## src/rtl/mem_arbiter.sv

```systemverilog
`default_nettype none
// ============================================================================
// Module   : mem_arbiter
// Purpose  : Round-robin arbiter for two requesters (m0 = CPU, m1 = debug)
//            sharing a single ack-handshaked memory port. Define
//            ARB_TIMEOUT_EN to build in the access watchdog.
// Revision : 1.0 - initial release
// ============================================================================

module mem_arbiter #(
    parameter int AW          = 32,
    parameter int DW          = 32,
    parameter int TIMEOUT_CYC = 255
) (
    input  logic          clk,
    input  logic          sys_rst_n,
    input  logic          m0_req,
    input  logic          m0_we,
    input  logic [AW-1:0] m0_addr,
    input  logic [DW-1:0] m0_wdata,
    output logic          m0_rdy,
    input  logic          m1_req,
    input  logic          m1_we,
    input  logic [AW-1:0] m1_addr,
    input  logic [DW-1:0] m1_wdata,
    output logic          m1_rdy,
    output logic [DW-1:0] rdata,
    output logic [1:0]    grant,
    output logic          err,
    output logic          mem_en,
    output logic          mem_we,
    output logic [AW-1:0] mem_addr,
    output logic [DW-1:0] mem_wdata,
    input  logic [DW-1:0] mem_rdata,
    input  logic          mem_ack
);

    localparam logic [1:0] c_S_IDLE   = 2'd0;
    localparam logic [1:0] c_S_ACCESS = 2'd1;
    localparam logic [1:0] c_S_RESP   = 2'd2;

    logic [1:0]    r_state,     w_state_nxt;
    logic          r_last_m1,   w_last_m1_nxt;
    logic [1:0]    r_grant,     w_grant_nxt;
    logic          r_mem_en,    w_mem_en_nxt;
    logic          r_mem_we,    w_mem_we_nxt;
    logic [AW-1:0] r_mem_addr,  w_mem_addr_nxt;
    logic [DW-1:0] r_mem_wdata, w_mem_wdata_nxt;
    logic [DW-1:0] r_rdata,     w_rdata_nxt;
    logic          r_m0_rdy,    w_m0_rdy_nxt;
    logic          r_m1_rdy,    w_m1_rdy_nxt;
    logic          w_pick_m1;
    logic          w_timeout;

    // m1 wins when alone, or on a tie when m0 owned the previous access
    assign w_pick_m1 = m1_req && (!m0_req || !r_last_m1);

`ifdef ARB_TIMEOUT_EN
    localparam int c_CNT_W = $clog2(TIMEOUT_CYC + 1);

    logic [c_CNT_W-1:0] r_cnt;
    logic               r_err;

    // Fires on the edge that would take the count to TIMEOUT_CYC; ack wins
    assign w_timeout = (r_state == c_S_ACCESS) && !mem_ack &&
                       (r_cnt == c_CNT_W'(TIMEOUT_CYC - 1));

    always_ff @(posedge clk or negedge sys_rst_n) begin
        if (!sys_rst_n) begin
            r_cnt <= '0;
            r_err <= 1'b0;
        end else begin
            r_err <= w_timeout;
            if ((r_state == c_S_ACCESS) && !mem_ack)
                r_cnt <= r_cnt + 1'b1;
            else
                r_cnt <= '0;
        end
    end

    assign err = r_err;
`else
    logic w_unused_timeout_cfg;

    assign w_unused_timeout_cfg = (TIMEOUT_CYC == 0);
    assign w_timeout            = 1'b0;
    assign err                  = 1'b0;
`endif

    always_ff @(posedge clk or negedge sys_rst_n) begin
        if (!sys_rst_n) begin
            r_state     <= c_S_IDLE;
            r_last_m1   <= 1'b1;
            r_grant     <= 2'b00;
            r_mem_en    <= 1'b0;
            r_mem_we    <= 1'b0;
            r_mem_addr  <= '0;
            r_mem_wdata <= '0;
            r_rdata     <= '0;
            r_m0_rdy    <= 1'b0;
            r_m1_rdy    <= 1'b0;
        end else begin
            r_state     <= w_state_nxt;
            r_last_m1   <= w_last_m1_nxt;
            r_grant     <= w_grant_nxt;
            r_mem_en    <= w_mem_en_nxt;
            r_mem_we    <= w_mem_we_nxt;
            r_mem_addr  <= w_mem_addr_nxt;
            r_mem_wdata <= w_mem_wdata_nxt;
            r_rdata     <= w_rdata_nxt;
            r_m0_rdy    <= w_m0_rdy_nxt;
            r_m1_rdy    <= w_m1_rdy_nxt;
        end
    end

    always_comb begin
        w_state_nxt = r_state;
        case (r_state)
            c_S_IDLE:   if (m0_req || m1_req)     w_state_nxt = c_S_ACCESS;
            c_S_ACCESS: if (mem_ack || w_timeout) w_state_nxt = c_S_RESP;
            c_S_RESP:                             w_state_nxt = c_S_IDLE;
            default:                              w_state_nxt = c_S_IDLE;
        endcase
    end

    always_comb begin
        w_last_m1_nxt   = r_last_m1;
        w_grant_nxt     = r_grant;
        w_mem_en_nxt    = r_mem_en;
        w_mem_we_nxt    = r_mem_we;
        w_mem_addr_nxt  = r_mem_addr;
        w_mem_wdata_nxt = r_mem_wdata;
        w_rdata_nxt     = r_rdata;
        w_m0_rdy_nxt    = 1'b0;
        w_m1_rdy_nxt    = 1'b0;
        case (r_state)
            c_S_IDLE: begin
                if (m0_req || m1_req) begin
                    w_last_m1_nxt   = w_pick_m1;
                    w_grant_nxt     = w_pick_m1 ? 2'b10 : 2'b01;
                    w_mem_en_nxt    = 1'b1;
                    w_mem_we_nxt    = w_pick_m1 ? m1_we    : m0_we;
                    w_mem_addr_nxt  = w_pick_m1 ? m1_addr  : m0_addr;
                    w_mem_wdata_nxt = w_pick_m1 ? m1_wdata : m0_wdata;
                end
            end
            c_S_ACCESS: begin
                if (mem_ack || w_timeout) begin
                    w_mem_en_nxt = 1'b0;
                    w_mem_we_nxt = 1'b0;
                    w_m0_rdy_nxt = r_grant[0];
                    w_m1_rdy_nxt = r_grant[1];
                    if (mem_ack && !r_mem_we)
                        w_rdata_nxt = mem_rdata;
                end
            end
            c_S_RESP: w_grant_nxt = 2'b00;
            default:  w_grant_nxt = 2'b00;
        endcase
    end

    assign m0_rdy    = r_m0_rdy;
    assign m1_rdy    = r_m1_rdy;
    assign rdata     = r_rdata;
    assign grant     = r_grant;
    assign mem_en    = r_mem_en;
    assign mem_we    = r_mem_we;
    assign mem_addr  = r_mem_addr;
    assign mem_wdata = r_mem_wdata;

endmodule

`default_nettype wire

```

## config.mk

```make
export PLATFORM = sky130hd
export DESIGN_NAME = mem_arbiter
export DESIGN_NICKNAME = d
export VERILOG_FILES = /design/src/rtl/mem_arbiter.sv
export SDC_FILE = /design/constraint.sdc
export NUM_CORES = 1
export LEC_CHECK = 0
export CAP_MARGIN = 20
export CORE_MARGIN = 2
export CORE_UTILIZATION = 38
export CTS_CLUSTER_SIZE = 25
export DETAILED_ROUTE_END_ITERATION = 8
export GPL_TIMING_DRIVEN = 1
export PLACE_DENSITY = 0.85
export SLEW_MARGIN = 20
export SYNTH_ARGS = -nofsm -noshare
export SYNTH_HDL_FRONTEND = slang
export SYNTH_SLANG_ARGS = --single-unit
export TNS_END_PERCENT = 30
```

## constraint.sdc

```tcl
create_clock -name clk -period 2.2 [get_ports clk]
set_clock_uncertainty 0.2 [all_clocks]
set_input_delay 0.44 -clock clk [delete_from_list [all_inputs] [get_ports clk]]
set_output_delay 0.44 -clock clk [all_outputs]
set_load 0.01 [all_outputs]
```

Word level (Yosys, flattened, before mapping)
Cells that the tools add are included.
{"block": "op_classes", "eq_ne": 3, "n_mux": 18, "bitwise": 1, "reduce_logical": 14}
{"op": "$mux W32", "count": 2}
{"op": "$mux W1", "count": 8}
{"op": "$mux W2", "count": 4}
{"op": "$pmux W2 S2", "count": 2}
{"op": "$reduce_and A2 Y1", "count": 3}
{"op": "$reduce_and A3 Y1", "count": 2}
{"op": "$ne A2 B2 Y1 const B", "count": 2}
{"op": "$pmux W1 S2", "count": 2}
{"op": "$logic_not A1 Y1", "count": 3}
{"op": "$eq A2 B1 Y1 const B", "count": 1}
{"op": "$logic_and A1 B1 Y1", "count": 2}
{"op": "$logic_not A2 Y1", "count": 1}
{"op": "$logic_or A1 B1 Y1", "count": 2}
{"op": "$reduce_bool A2 Y1", "count": 1}
{"op": "$not A1 Y1", "count": 1}
{"block": "totals", "word_cells": 46, "input_bits": 167, "reg_bits": 105, "out_inout_bits": 103}

Logic depth before layout (Yosys ltp)
{"block": "logic_depth", "ltp_word": 6, "ltp_mapped": 6, "depth_no_buf": 3}

Worst setup path after synthesis
No wires, ideal clock.
{"block": "synth_path", "kind": "register to register", "startpoint": "register r_state[0]", "endpoint": "register r_mem_addr[28] (netlist: mem_addr[28])", "setup_slack_ps": 435, "setup_ps": 126, "arrival_ps": 1439, "path_stages_with_launch": 6, "n_path_buf": 2, "t_required_ps": 1874, "synth_period_minus_slack_ps": 1765, "cell_sequence": "dfrtp_1 -> or2_1 -> or2_1 -> buf_6 -> buf_6 -> a221o_1"}
{"block": "synth_between", "elab_chain_len": 2}
{"item": "from (decl)", "line": "42", "text": "logic [1:0] r_state, w_state_nxt;"}
{"item": "from (signal assigned)", "line": "92", "text": "r_state <= c_S_IDLE;"}
{"item": "from (signal assigned)", "line": "103", "text": "r_state <= w_state_nxt;"}
{"item": "$logic_not A2 Y1", "line": "136", "text": "case (r_state)"}
{"item": "$reduce_and A2 Y1 (no source line)"}
{"item": "to (signal assigned)", "line": "108", "text": "r_mem_addr <= w_mem_addr_nxt;"}
{"item": "to (decl)", "line": "47", "text": "logic [AW-1:0] r_mem_addr, w_mem_addr_nxt;"}
No other way between the ends.
A chain may end at the register's enable or synchronous reset.

Final worst setup path
{"block": "layout_path", "startpoint": "register r_grant[1] (netlist: grant[1])", "endpoint": "output grant[1]"}
{"item": "from (decl)", "line": "44", "text": "logic [1:0] r_grant, w_grant_nxt;"}
{"item": "from (signal assigned)", "line": "105", "text": "r_grant <= w_grant_nxt;"}
{"item": "to (decl)", "line": "28", "text": "output logic [1:0] grant,"}
No word-level cell between the ends.

==> flow_summary_export.csv <==
group,metric,value,unit
setup_path,start_kind,"register",
die,fp.coreArea,11900,µm²
global_route,antenna_found_initial,0,
synth,ys_seq_area_frac,0.569,
synth,yosysWarnings,0,
final_layout,final_common_cell,"clkdlybuf4s50_1",
clock_network,path_clk_slew,0.07,ns
final_layout,final_cell_mix,"clkdlybuf4s50_1 (267), o21ai_0 (118), dfrtp_1 (104), mux2i_1 (62), mux2_2 (32)",
setup_path,end_kind,"output port",
die,die_area,13000,µm²
die,num_rows,40,
pwr,leakagePower,3.39,nW
placement,place_congestion,0.757,
placement,dp_hpwl,10400,µm
clock_network,numCtsBuffers,9,
setup_path,cpMaxStageDelayCell,"clkdlybuf4s50_1",
clock_network,cts_max_path_buffers,2,
setup_path,cp.required,1.56,ns
sta,clock.fmax,507,MHz
detailed_routing,dr.pass1.iters,5,
sta,period_share,0.896,
setup_path,worst-setup-path-type,"register to output port",
sta,setup-violations-final,0,
detailed_routing,drt_wl_total,13500,µm
synth,synth.distinct_cells,28,
die,io_pins,270,
clock_network,cts_tree,"yes",
detailed_routing,route.vias.total,4081,
final_layout,post-route-cell-area,7880,µm²
final_layout,nets,824,
detailed_routing,drt-vias-per-instance,5.04,
placement,place_area,7540,µm²
global_route,grt_pass1_vias,4243,
final_layout,stdcell_count,809,
synth,mappedNetlistNets,559,
detailed_routing,route.detailed.wl_per_inst,16.7,µm
pwr,p_total,9.81,mW
synth,avgSynthCellArea,11.8,µm²
global_route,grt_pass1_wl,21000,µm
sta,finalMaxSlewViolations,0,
min_path,hold_class,"register to register",
job,cap_violations,0,
clock_network,htree_levels,3,
placement,io_buffers,268,
detailed_routing,final_antenna_net_count,0,
die,start_util,0.388,
synth,synth_top_area_share,0.564,
setup_path,cp_top_family,"buffers and inverters",
synth,syn_area,4620,µm²
clock_network,cts-root-buf,"clkbuf_16",
sta,maxSlewHeadroom,0.623,
final_layout,area_growth,70.6,%
sta,min_period,1.97,ns
synth,syn_inst,392,
synth,synth_area_leaders,"dfrtp_1 (56%), mux2i_1 (13%), o21ai_0 (13%), mux2_2 (7.8%), clkbuf_1 (1.4%)",
status,status,"completed",
final_layout,fillCellCount,927,
setup_path,crit_arrival,1.33,ns
pwr,power.density,1250,nW/µm²
final_layout,diodes,0,
final_layout,final_layout_size_suffix_gt1_frac,0.110,
detailed_routing,drc,0,
pwr,ir_drop,0.000521,V
clock_network,post_cts_buffers,0,
sta,worst_pin_slew,0.566,ns
setup_path,path_cells,"clkdlybuf4s50_1",
die,die_x,114,µm
global_route,grt_use_total,0.205,
setup_path,path_buf_inv,1,
clock_network,clkLatencyLatePin,0.33,ns
die,fp.dieH,114,µm
global_route,grt_max_degree,60,
synth,ys_seq_elements,105,
clock_network,post_cts_resized,0,
sta,rsz0062_at_grt,"no",
clock_network,clock_sinks,105,
detailed_routing,dr.first_iter.drc_count,148,
global_route,grt-ovfl-total,0,
setup_path,max_stage_delay,0.60,ns
setup_path,crit_path_max_fanout,4,
placement,numPlacedInstances,792,
sta,hold_slack,0.281,ns
synth,yosysTopAreaCell,"dfrtp_1",
sta,finalHoldViolations,0,
## Yosys cell counts
| cell | number |
|---|---|
| a21bo_2 | 1 |
| a21boi_0 | 1 |
| a21o_1 | 1 |
| a21oi_1 | 2 |
| a221o_1 | 3 |
| a22oi_1 | 1 |
| and2_1 | 2 |
| and2b_1 | 1 |
| buf_2 | 11 |
| buf_4 | 1 |
| buf_6 | 4 |
| clkbuf_1 | 17 |
| conb_1 | 1 |
| dfrtp_1 | 104 |
| dfstp_2 | 1 |
| inv_1 | 7 |
| mux2_2 | 32 |
| mux2i_1 | 62 |
| nand2_1 | 2 |
| nand3b_1 | 1 |
| nor2_1 | 3 |
| nor4_1 | 3 |
| o211ai_1 | 2 |
| o21ai_0 | 118 |
| o21ai_1 | 7 |
| o21bai_1 | 1 |
| or2_1 | 2 |
| or2b_1 | 1 |
## final timing paths
check	slack, ns	endpoint	depth (start not counted)	start
max in group asynchronous	0.83	mem_addr[26]	3	sys_rst_n
hold / removal	0.28	mem_en	2	mem_en
setup reg to reg	0.33	mem_wdata[16]	4	r_state[0]
setup / recovery	0.23	grant[1]	1	grant[1]
min in group asynchronous	0.45	rdata[17]	3	sys_rst_n
hold reg to reg	0.28	mem_en	2	mem_en
## per-stage QoR
step                      setup WS [ns]  utilization  setup TNS [ns]
after floorplan                   0.435            -               0
after global placement           0.0765        0.633               0
after detailed placement       -0.00166        0.633        -0.00166
after CTS                         0.217        0.661               0
after global routing              0.180        0.661               0
final                             0.228        0.661               0
## power by group
| group | switching, mW | internal, mW |
|---|---|---|
| combinational | 1.99 | 2.69 |
| clock | 0.695 | 1.03 |
| sequential | 0.515 | 2.89 |
| total | 3.20 | 6.61 |
## area by class of cell
class	count	area [µm²]	area share
multi-input combinational	247	1810	0.229
timing repair buffer	287	2900	0.368
sequential	105	2630	0.334
inverter	7	26.3	0.00334
clock inverter	6	90.1	0.0114
tap	147	184	0.0234
clock buffer	10	239	0.0303
## cell families after synthesis
logic type             after synthesis  share of synthesized area
AO/OA/AOI/OAI                      137                      0.156
buffers and inverters               40                     0.0428
flip-flops                         105                      0.569
multiplexers                        94                      0.212
other                                1                   0.000812
AND/OR/NAND/NOR                     15                     0.0184
## per-layer routing
metal,GRT usage,vias to the layer above,part of all wire
met5,0,-,0
met4,0.0732,0,0.022
met3,0.0678,22,0.087
met2,0.361,187,0.51
met1,0.232,1938,0.38
li1,-,1934,-
## worst min-delay path, stage by stage, from the launching register on
cell     delay [ns]
dfrtp_1        0.35
nand2_1        0.05
nand2_1        0.05
## state kept, by name, summed over array words and instances (netlist names)
name and flops:
rdata 32, r_last_m1 1, m0_rdy 1, mem_wdata 32
mem_we 1, grant 2, m1_rdy 1, mem_en 1
mem_addr 32, r_state 2
## timing repair
| item | CTS | global route |
|---|---|---|
| hold buffers | 1 | 0 |
| setup endpoints to repair | 0 | 0 |
| hold endpoints to repair | 58 | 0 |
No activity file was read; power rests on OpenSTA's default activity.
==> RTL change, RTL diff (config.mk and constraints unchanged) <==
`DW`: 32 -> 24.
--- a/src/rtl/mem_arbiter.sv
+++ b/src/rtl/mem_arbiter.sv
@@ -11,3 +11,3 @@
     parameter int AW          = 32,
-    parameter int DW          = 32,
+    parameter int DW          = 24,
     parameter int TIMEOUT_CYC = 255
Interface: changed (5 resized); port bits go from 270 to 230. No check against the original RTL was run, so the function may have changed too.
==> RTL change against the original RTL <==
Maximum frequency decreased by 1.9%. Critical endpoint is now mem_wdata[11]$_DFFE_PN0P_. Combinational power down 12%. Sequential cell count fell by 16. Synthesized area fell by 13%. Highest routed layer unchanged. Sequential power fell by 14%. Final area shrank 14%. Total power is 16% lower. Register-to-register slack got worse by 130 ps. Setup slack lost 39 ps. Wire length decreased by 20%.
==> RTL change: results (changes against the original RTL) <==
Placed design
  – DP Area: 6530 um2 (-13%)
  – Placed cell count: 627 (-21%)
  – Routability cong.: 0.707 (-6.7%)
  – Port Buffers: 228 (-15%)

Critical path
  – Worst r2r dst: mem_wdata[11]$_DFFE_PN0P_
  – Worst EP arrival: 2040 ps (+710 ps)
  – Crit Path Max Fanout: 40 (+36)

Synth
  – Synth top cells by count: 107 x mux2_2, 88 x dfrtp_1, 29 x mux2_1
  – Synth Net Count: 411 (-26%)
  – Top cells by area, synth: dfrtp_1 55%, mux2_2 30%, mux2_1 8.1%
  – Fraction of the yosys area taken by sequential cells: 0.553 (-0.0159)
  – Synth Instances: 268 (-32%)

GRT
  – M2 GR Usage: 0.338 (-0.0226)
  – GR Util met1: 0.212 (-0.0199)
  – GR met3 Demand/Resource: 0.0663 (-0.00150)

Power and ir drop
  – Peak supply drop: 0.739 mV (+42%)
  – Clk pwr share: 0.144 (-0.032)
  – Sequential power: 2.92 mW (-14%)
  – Switching portion of total power: 0.305 (-0.0207)

Run status
  – Status: completed

Finish
  – Non-clock buffer share: 0.361 (-0.00718)
  – Inverters: 4 (-3)
  – Sequential share of cell area: 0.330 (-0.00399)
  – Multi-input comb cells: 160 (-35%)
  – Layout Nets: 646 (-22%)

Drt
  – WL per Instance: 16.7 um (about the same)
  – WL met3: 922 um (-22%)
  – WL met1: 4180 um (-18%)

Clock tree
  – Clock slew seen by the registers of the worst setup and hold paths: 90 ps (+20 ps)
==> RTL change: cell types whose count changed after synthesis, sizes merged, moves of 2 or more <==
cell	unedited run	this run
or2	2	0
nor4	3	0
mux2	32	136
clkbuf	17	0
o21ai	125	3
dfrtp	104	88
mux2i	62	2
inv	7	4
a221o	3	0
==> RTL change: how the worst max path moves through the flow <==
stage	to	slack [ps]	from	cells past startpoint
after floorplan	mem_wdata[17]$_DFFE_PN0P_	360	r_last_m1$_DFFE_PN1P_	5
after global placement	mem_wdata[8]$_DFFE_PN0P_	-110	m0_req	5
after detailed placement	mem_addr[4]$_DFFE_PN0P_	-160	m0_req	5
after CTS	mem_addr[4]$_DFFE_PN0P_	210	r_last_m1$_DFFE_PN1P_	4
after global routing	mem_wdata[8]$_DFFE_PN0P_	140	r_last_m1$_DFFE_PN1P_	4
final	mem_wdata[11]$_DFFE_PN0P_	190	m0_req	5
==> RTL change: timing repair <==
action                                  in CTS  in global routing
hold buffers                                 1                  0
endpoints found under the setup margin       0                  0
endpoints found under the hold margin       31                  0
resized for setup                            0                  0
==> RTL change: worst min-delay path: cells and delay by family, from the launching register on <==
kind | cells | cell delay, ps
flip-flops | 1 | 350
AND/OR/NAND/NOR | 2 | 100
==> RTL change: kinds of logic (layout without fill, tap and decap cells) <==
kind of cell,count (synthesis),in the layout,synth area share
multiplexers,138,138,0.385
flip-flops,89,89,0.553
buffers and inverters,19,259,0.0305
AO/OA/AOI/OAI,11,11,0.0171
AND/OR/NAND/NOR,10,10,0.0127
other,1,1,0.000931
==> RTL change: metrics by stage <==
stage,hold WS [ps],setup slack (ps),power [mW]
2_1_floorplan,-55.6,360,4.77
5_1_grt,326,139,8.69
4_1_cts,284,206,8.34
6_report,281,189,8.22
3_5_place_dp,215,-160,7.13
3_3_place_gp,217,-112,6.98
